### src/rtl/dmem_responder.sv
// Data-memory responder: one word load/store per handshake, WAIT_CYCLES wait states, one-cycle response strobe.
// Latency: response WAIT_CYCLES+1 edges after acceptance. Backpressure: req_ready low while in flight, no queueing.
// Optional DMEM_RESPONDER_PERF_EN adds rd_count/wr_count for successful accesses.
module dmem_responder #(
    parameter int DEPTH       = 64,
    parameter int WAIT_CYCLES = 2
) (
    input  logic        clk,
    input  logic        reset,
    input  logic        req_valid,
    output logic        req_ready,
    input  logic        req_we,
    input  logic [31:0] req_addr,
    input  logic [31:0] req_wdata,
    output logic        rsp_valid,
    output logic [31:0] rsp_rdata,
    output logic        rsp_err,
    output logic        busy
`ifdef DMEM_RESPONDER_PERF_EN
    ,
    output logic [31:0] rd_count,
    output logic [31:0] wr_count
`endif
);
    localparam int          AW    = $clog2(DEPTH);
    localparam logic [31:0] LIMIT = 32'(DEPTH * 4);

    typedef enum logic [1:0] {S_IDLE, S_WAIT, S_RESP} state_t;

    state_t      r_state;
    state_t      w_next;
    logic [3:0]  r_cnt;
    logic        r_we;
    logic [31:0] r_addr;
    logic [31:0] r_wdata;
    logic [31:0] r_rdata;
    logic        r_err;
    logic [31:0] r_mem [DEPTH];

    logic          w_accept;
    logic          w_access;
    logic          w_err;
    logic [AW-1:0] w_idx;

    assign w_accept  = req_valid && (r_state == S_IDLE);
    assign w_access  = (r_state == S_WAIT) && (r_cnt == 4'd0);
    assign w_err     = (r_addr[1:0] != 2'b00) || (r_addr >= LIMIT);
    assign w_idx     = r_addr[AW+1:2];

    assign req_ready = (r_state == S_IDLE);
    assign busy      = (r_state != S_IDLE);
    assign rsp_valid = (r_state == S_RESP);
    assign rsp_rdata = r_rdata;
    assign rsp_err   = r_err;

    always_comb begin
        w_next = r_state;
        case (r_state)
            S_IDLE:  if (w_accept) w_next = S_WAIT;
            S_WAIT:  if (r_cnt == 4'd0) w_next = S_RESP;
            S_RESP:  w_next = S_IDLE;
            default: w_next = S_IDLE;
        endcase
    end

    always_ff @(posedge clk or negedge reset) begin
        if (!reset) begin
            r_state <= S_IDLE;
            r_cnt   <= 4'd0;
            r_we    <= 1'b0;
            r_addr  <= 32'd0;
            r_wdata <= 32'd0;
            r_rdata <= 32'd0;
            r_err   <= 1'b0;
        end else begin
            r_state <= w_next;
            if (w_accept) begin
                r_cnt   <= 4'(WAIT_CYCLES);
                r_we    <= req_we;
                r_addr  <= req_addr;
                r_wdata <= req_wdata;
            end else if ((r_state == S_WAIT) && (r_cnt != 4'd0)) begin
                r_cnt <= r_cnt - 4'd1;
            end
            // Stores leave rsp_rdata holding the last load result.
            if (w_access) begin
                r_err <= w_err;
                if (w_err)
                    r_rdata <= 32'd0;
                else if (!r_we)
                    r_rdata <= r_mem[w_idx];
            end
        end
    end

    // Array has no reset; a reset during WAIT keeps w_access low so nothing commits.
    always_ff @(posedge clk) begin
        if (w_access && r_we && !w_err)
            r_mem[w_idx] <= r_wdata;
    end

`ifdef DMEM_RESPONDER_PERF_EN
    always_ff @(posedge clk or negedge reset) begin
        if (!reset) begin
            rd_count <= 32'd0;
            wr_count <= 32'd0;
        end else if (w_access && !w_err) begin
            if (r_we)
                wr_count <= wr_count + 32'd1;
            else
                rd_count <= rd_count + 32'd1;
        end
    end
`endif

endmodule

### config.mk
export PLATFORM = sky130hd
export DESIGN_NAME = dmem_responder
export DESIGN_NICKNAME = d
export VERILOG_FILES = /design/src/rtl/dmem_responder.sv
export SDC_FILE = /design/constraint.sdc
export NUM_CORES = 2
export LEC_CHECK = 0
export CAP_MARGIN = 20
export CORE_UTILIZATION = 38
export CTS_CLUSTER_DIAMETER = 200
export CTS_CLUSTER_SIZE = 40
export DETAILED_ROUTE_END_ITERATION = 10
export PLACE_DENSITY_LB_ADDON = 0.25
export RECOVER_POWER = 25
export SYNTH_ARGS = -nofsm -noshare
export SYNTH_HDL_FRONTEND = slang
export SYNTH_SLANG_ARGS = --single-unit
### constraint.sdc
create_clock -name clk -period 10.9 [get_ports clk]
set_input_delay 2.18 -clock clk [delete_from_list [all_inputs] [get_ports clk]]
set_output_delay 2.18 -clock clk [all_outputs]
set_load 0.02 [all_outputs]
==> impl_metrics.py <==
metrics = {
    "min_path": {
        "min_path_cells": 1,
        "hp-class": "register to register",
        "holdCritStartpoint": "r_addr[21]$_DFFE_PN0P_",
    },
    "critical_path": {
        "slowest_stage": "nor4_1",
        "worstReg2RegStart": "r_addr[4]$_DFFE_PN0P_",
        "worst-setup-path-type": "register to register",
        "timing.rr.end": "rsp_rdata[21]$_DFFE_PN0P_",
        "critical_path_buf_inv_count": 3,
        "arrival_ns": 5.73,
        "cp_common_cell": "buf_4",
        "crit_path_start": "r_addr[4]$_DFFE_PN0P_",
        "crit_end": "rsp_rdata[21]$_DFFE_PN0P_",
        "cp_cell_sequence": "buf_4, buf_4, buf_4, mux2i_1, a222oi_1, nor2_1, nor4_1, a32o_1",
        "path_max_fanout": 49,
        "slowest_delay_ns": 0.83,
        "startpoint_type": "register",
        "ff2ff_path_depth": 8,
        "reg2reg_setup_slack_ns": 5.89,
        "critical_path.endpoint_type": "register",
        "crit_required_ns": 11.63,
        "worst-path-stages": 8,
        "crit_family": "buffers and inverters",
    },
    "global_route": {
        "grtUsageTotal_pct": 21.9,
        "grt_antenna_before_repair": 11,
        "grt_util_met2_pct": 35.1,
        "met1_usage_pct": 31.8,
        "use_met3_pct": 2.82,
        "grt_max_degree": 122,
        "grt_most_used_layer": "met2",
        "grt_pass1_vias": 42900,
        "grt_pass1_wl_mm": 341,
        "grt-ovfl-total": 0,
    },
    "logic_synthesis": {
        "synth_compound_area_share_pct": 9.32,
        "synth_area_leaders": "edfxtp_1, dfrtp_1, mux2i_1",
        "synth_edf_count": 2048,
        "synth_top_area_share_pct": 75.5,
        "synth_common_cells": "edfxtp_1, o22ai_1, mux2i_1",
        "synth_warnings": 0,
        "yosysMostFrequentCell": "edfxtp_1",
        "synth_area_leader_cell": "edfxtp_1",
        "yosysUniqueCellTypes": 71,
        "synth_area_um2": 81500,
        "ys_seq_area_share_pct": 78.7,
        "synth_xor_area_share_pct": 0.0322,
        "synth-seq-cells": 2152,
        "synthAdderAreaFrac_pct": 0.0154,
        "synthFlopType": "edfxtp_1",
        "avgSynthCellArea_um2": 18.6,
        "synthSimpleGateAreaFrac_pct": 2.26,
        "synth_top_family_by_area": "compound AO/OA/AOI/OAI gates",
        "syn-num-nets": 4451,
        "syn_inst": 4382,
        "muxShareOfSynthArea_pct": 7.62,
        "ys_async_sr_fraction_pct": 4.83,
    },
    "layout": {
        "drive_above_1_share_pct": 12.6,
        "area_growth_pct": 7.99,
        "nNetsFinal": 4479,
        "fillers": 18800,
    },
    "clock_tree": {
        "clkTransAtPathRegs_ns": 0.15,
        "h-tree-depth": 2,
        "cts_buffer_depth": 3,
        "cts_sinks": 2152,
        "cts_buffers": 59,
        "post_cts_resized": 0,
        "clockRootBuffer": "clkbuf_16",
        "cts_tree": "built",
        "clk_latency_ns": 0.80,
        "postCtsHoldBufs": 0,
        "post_cts_buffers": 0,
    },
    "timing": {
        "final-hold-violation-count": 0,
        "whs_ns": 0.526,
        "slew_headroom_pct": -134,
        "rsz0062_at_grt": "false",
        "finalCriticalPeriod_ns": 5.01,
        "final_max_slew_viol_count": 1457,
        "fmax_mhz": 200,
        "tns_ns": 0,
        "period_share_pct": 45.9,
        "setup_violations": 0,
        "finClkSkew_ns": 0.0491,
        "tightest_slew_ns": 3.51,
    },
    "power": {
        "power_density_nw_per_um2": 247,
        "leakagePower_nw": 26.4,
        "power_w": 0.0217,
        "max-vdd-ir-drop_v": 0.000203,
    },
    "routing": {
        "drc": 0,
        "drt_first_pass_iters": 10,
        "wirelength_mm": 243,
        "ant_nets": 0,
        "drt-vias-per-instance": 6.09,
        "drtIter0Drc": 6252,
        "vias": 44400,
        "avgRoutedWirePerCell_um": 33.3,
    },
    "die": {
        "rows": 169,
        "initial_core_util_pct": 38.3,
        "die-area_um2": 216000,
        "ios": 104,
        "coreArea_um2": 213000,
        "die_w_um": 465,
        "die-height_um": 465,
    },
    "placed_design": {
        "port_buffers": 103,
        "gp_congestion": 0.808,
        "hpwl_mm": 139,
    },
    "status": {
        "violations": "max-capacitance violations, max-slew violations",
        "outcome": "complete, but fails checks",
    },
    "run": {
        "drv_cap": 23,
    },
}
==> logic make-up (layout without fill, tap and decap cells) <==
group / count (synthesis) / count (layout)
AOI/OAI and AO/OA: 1038 / 1038
DFF: 2152 / 2152
xor gates and xnor gates: 3 / 3
buffers and inverters: 315 / 394
muxes: 472 / 472
and+or+nand+nor: 401 / 401
adders and majority gates: 1 / 1
other: 0 / 3
==> power by group <==
part	leakage, nW	switching (W)	internal (W)
clock	0.803	0.00238	0.00106
combinational	5.96	0.00524	0.00212
sequential	19.7	0.000331	0.0106
total	26.4	0.00794	0.0137
==> state kept, by name, indices dropped and copies added (netlist names) <==
register	flops
r_addr	32
rsp_err	1
r_we	1
r_mem	2048
rsp_rdata	32
r_cnt	4
r_state	2
r_wdata	32
==> area by class of cell <==
class | instances | area (um^2) | share of cell area, %
multi-input combinational | 1915 | 16300 | 18.5
tap | 2821 | 3530 | 4.01
clock inverter | 4 | 35.0 | 0.0398
inverter | 7 | 31.3 | 0.0355
timing repair buffer | 275 | 2300 | 2.62
sequential | 2152 | 64100 | 72.9
clock buffer | 108 | 1660 | 1.89
antenna | 3 | 7.51 | 0.00853
==> routing by layer <==
layer,wire length [um],vias to the layer above
met5,7,-
met2,115000,2015
met3,18600,269
met4,6460,2
met1,103000,23800
li1,-,18200
==> cells in the final DEF, fill, tap and decap left out, types with 6 or more instances in the layout <==
cell	count
o22ai_1	315
a32oi_1	12
o21ai_0	110
nor4_1	30
edfxtp_1	2048
a32o_1	16
clkbuf_16	59
a222oi_1	32
mux4_2	108
a221oi_1	31
nand2_1	92
and3_1	7
a21oi_1	61
mux2i_1	258
dfrtp_1	79
o31ai_2	10
nand3_1	45
nor2b_1	6
a22oi_1	89
nand4_1	12
a21o_1	12
nand2b_1	6
a211o_1	10
a311o_1	13
nor2_1	97
a2bb2oi_1	24
o21ai_1	8
o221ai_1	226
a22o_1	7
mux2_2	106
clkbuf_1	72
a211oi_1	23
o22a_1	17
clkdlybuf4s50_1	102
dfrtp_2	22
nor2_4	67
buf_4	143
==> worst min path at each step <==
stage	endpoint
after CTS	r_addr[21]$_DFFE_PN0P_
after detailed placement	r_addr[21]$_DFFE_PN0P_
final	r_addr[21]$_DFFE_PN0P_
after floorplan	r_addr[11]$_DFFE_PN0P_
after global placement	rsp_err$_DFFE_PN0P_
after global routing	r_wdata[4]$_DFFE_PN0P_
==> through the flow <==
stage	worst slack (ns)	util (%)	cells	instance area (um^2)
CTS	5.86	41.4	7279	88100
finish	5.89	41.4	7285	88000
global placement	4.64	40.6	7163	86300
floorplan	7.40	-	4382	81500
global route	5.70	41.4	7282	88000
detailed placement	5.89	40.6	7167	86400
==> worst register-to-register path, delay by kind of cell, from the launching register on <==
kind / cells / cell delay, ns
buffers and inverters: 3 / 2.27
AND/OR/NAND/NOR: 2 / 0.99
flip-flops: 1 / 0.82
AO/OA/AOI/OAI: 2 / 0.64
multiplexers: 1 / 0.23
(Power assumes the default switching activity.)
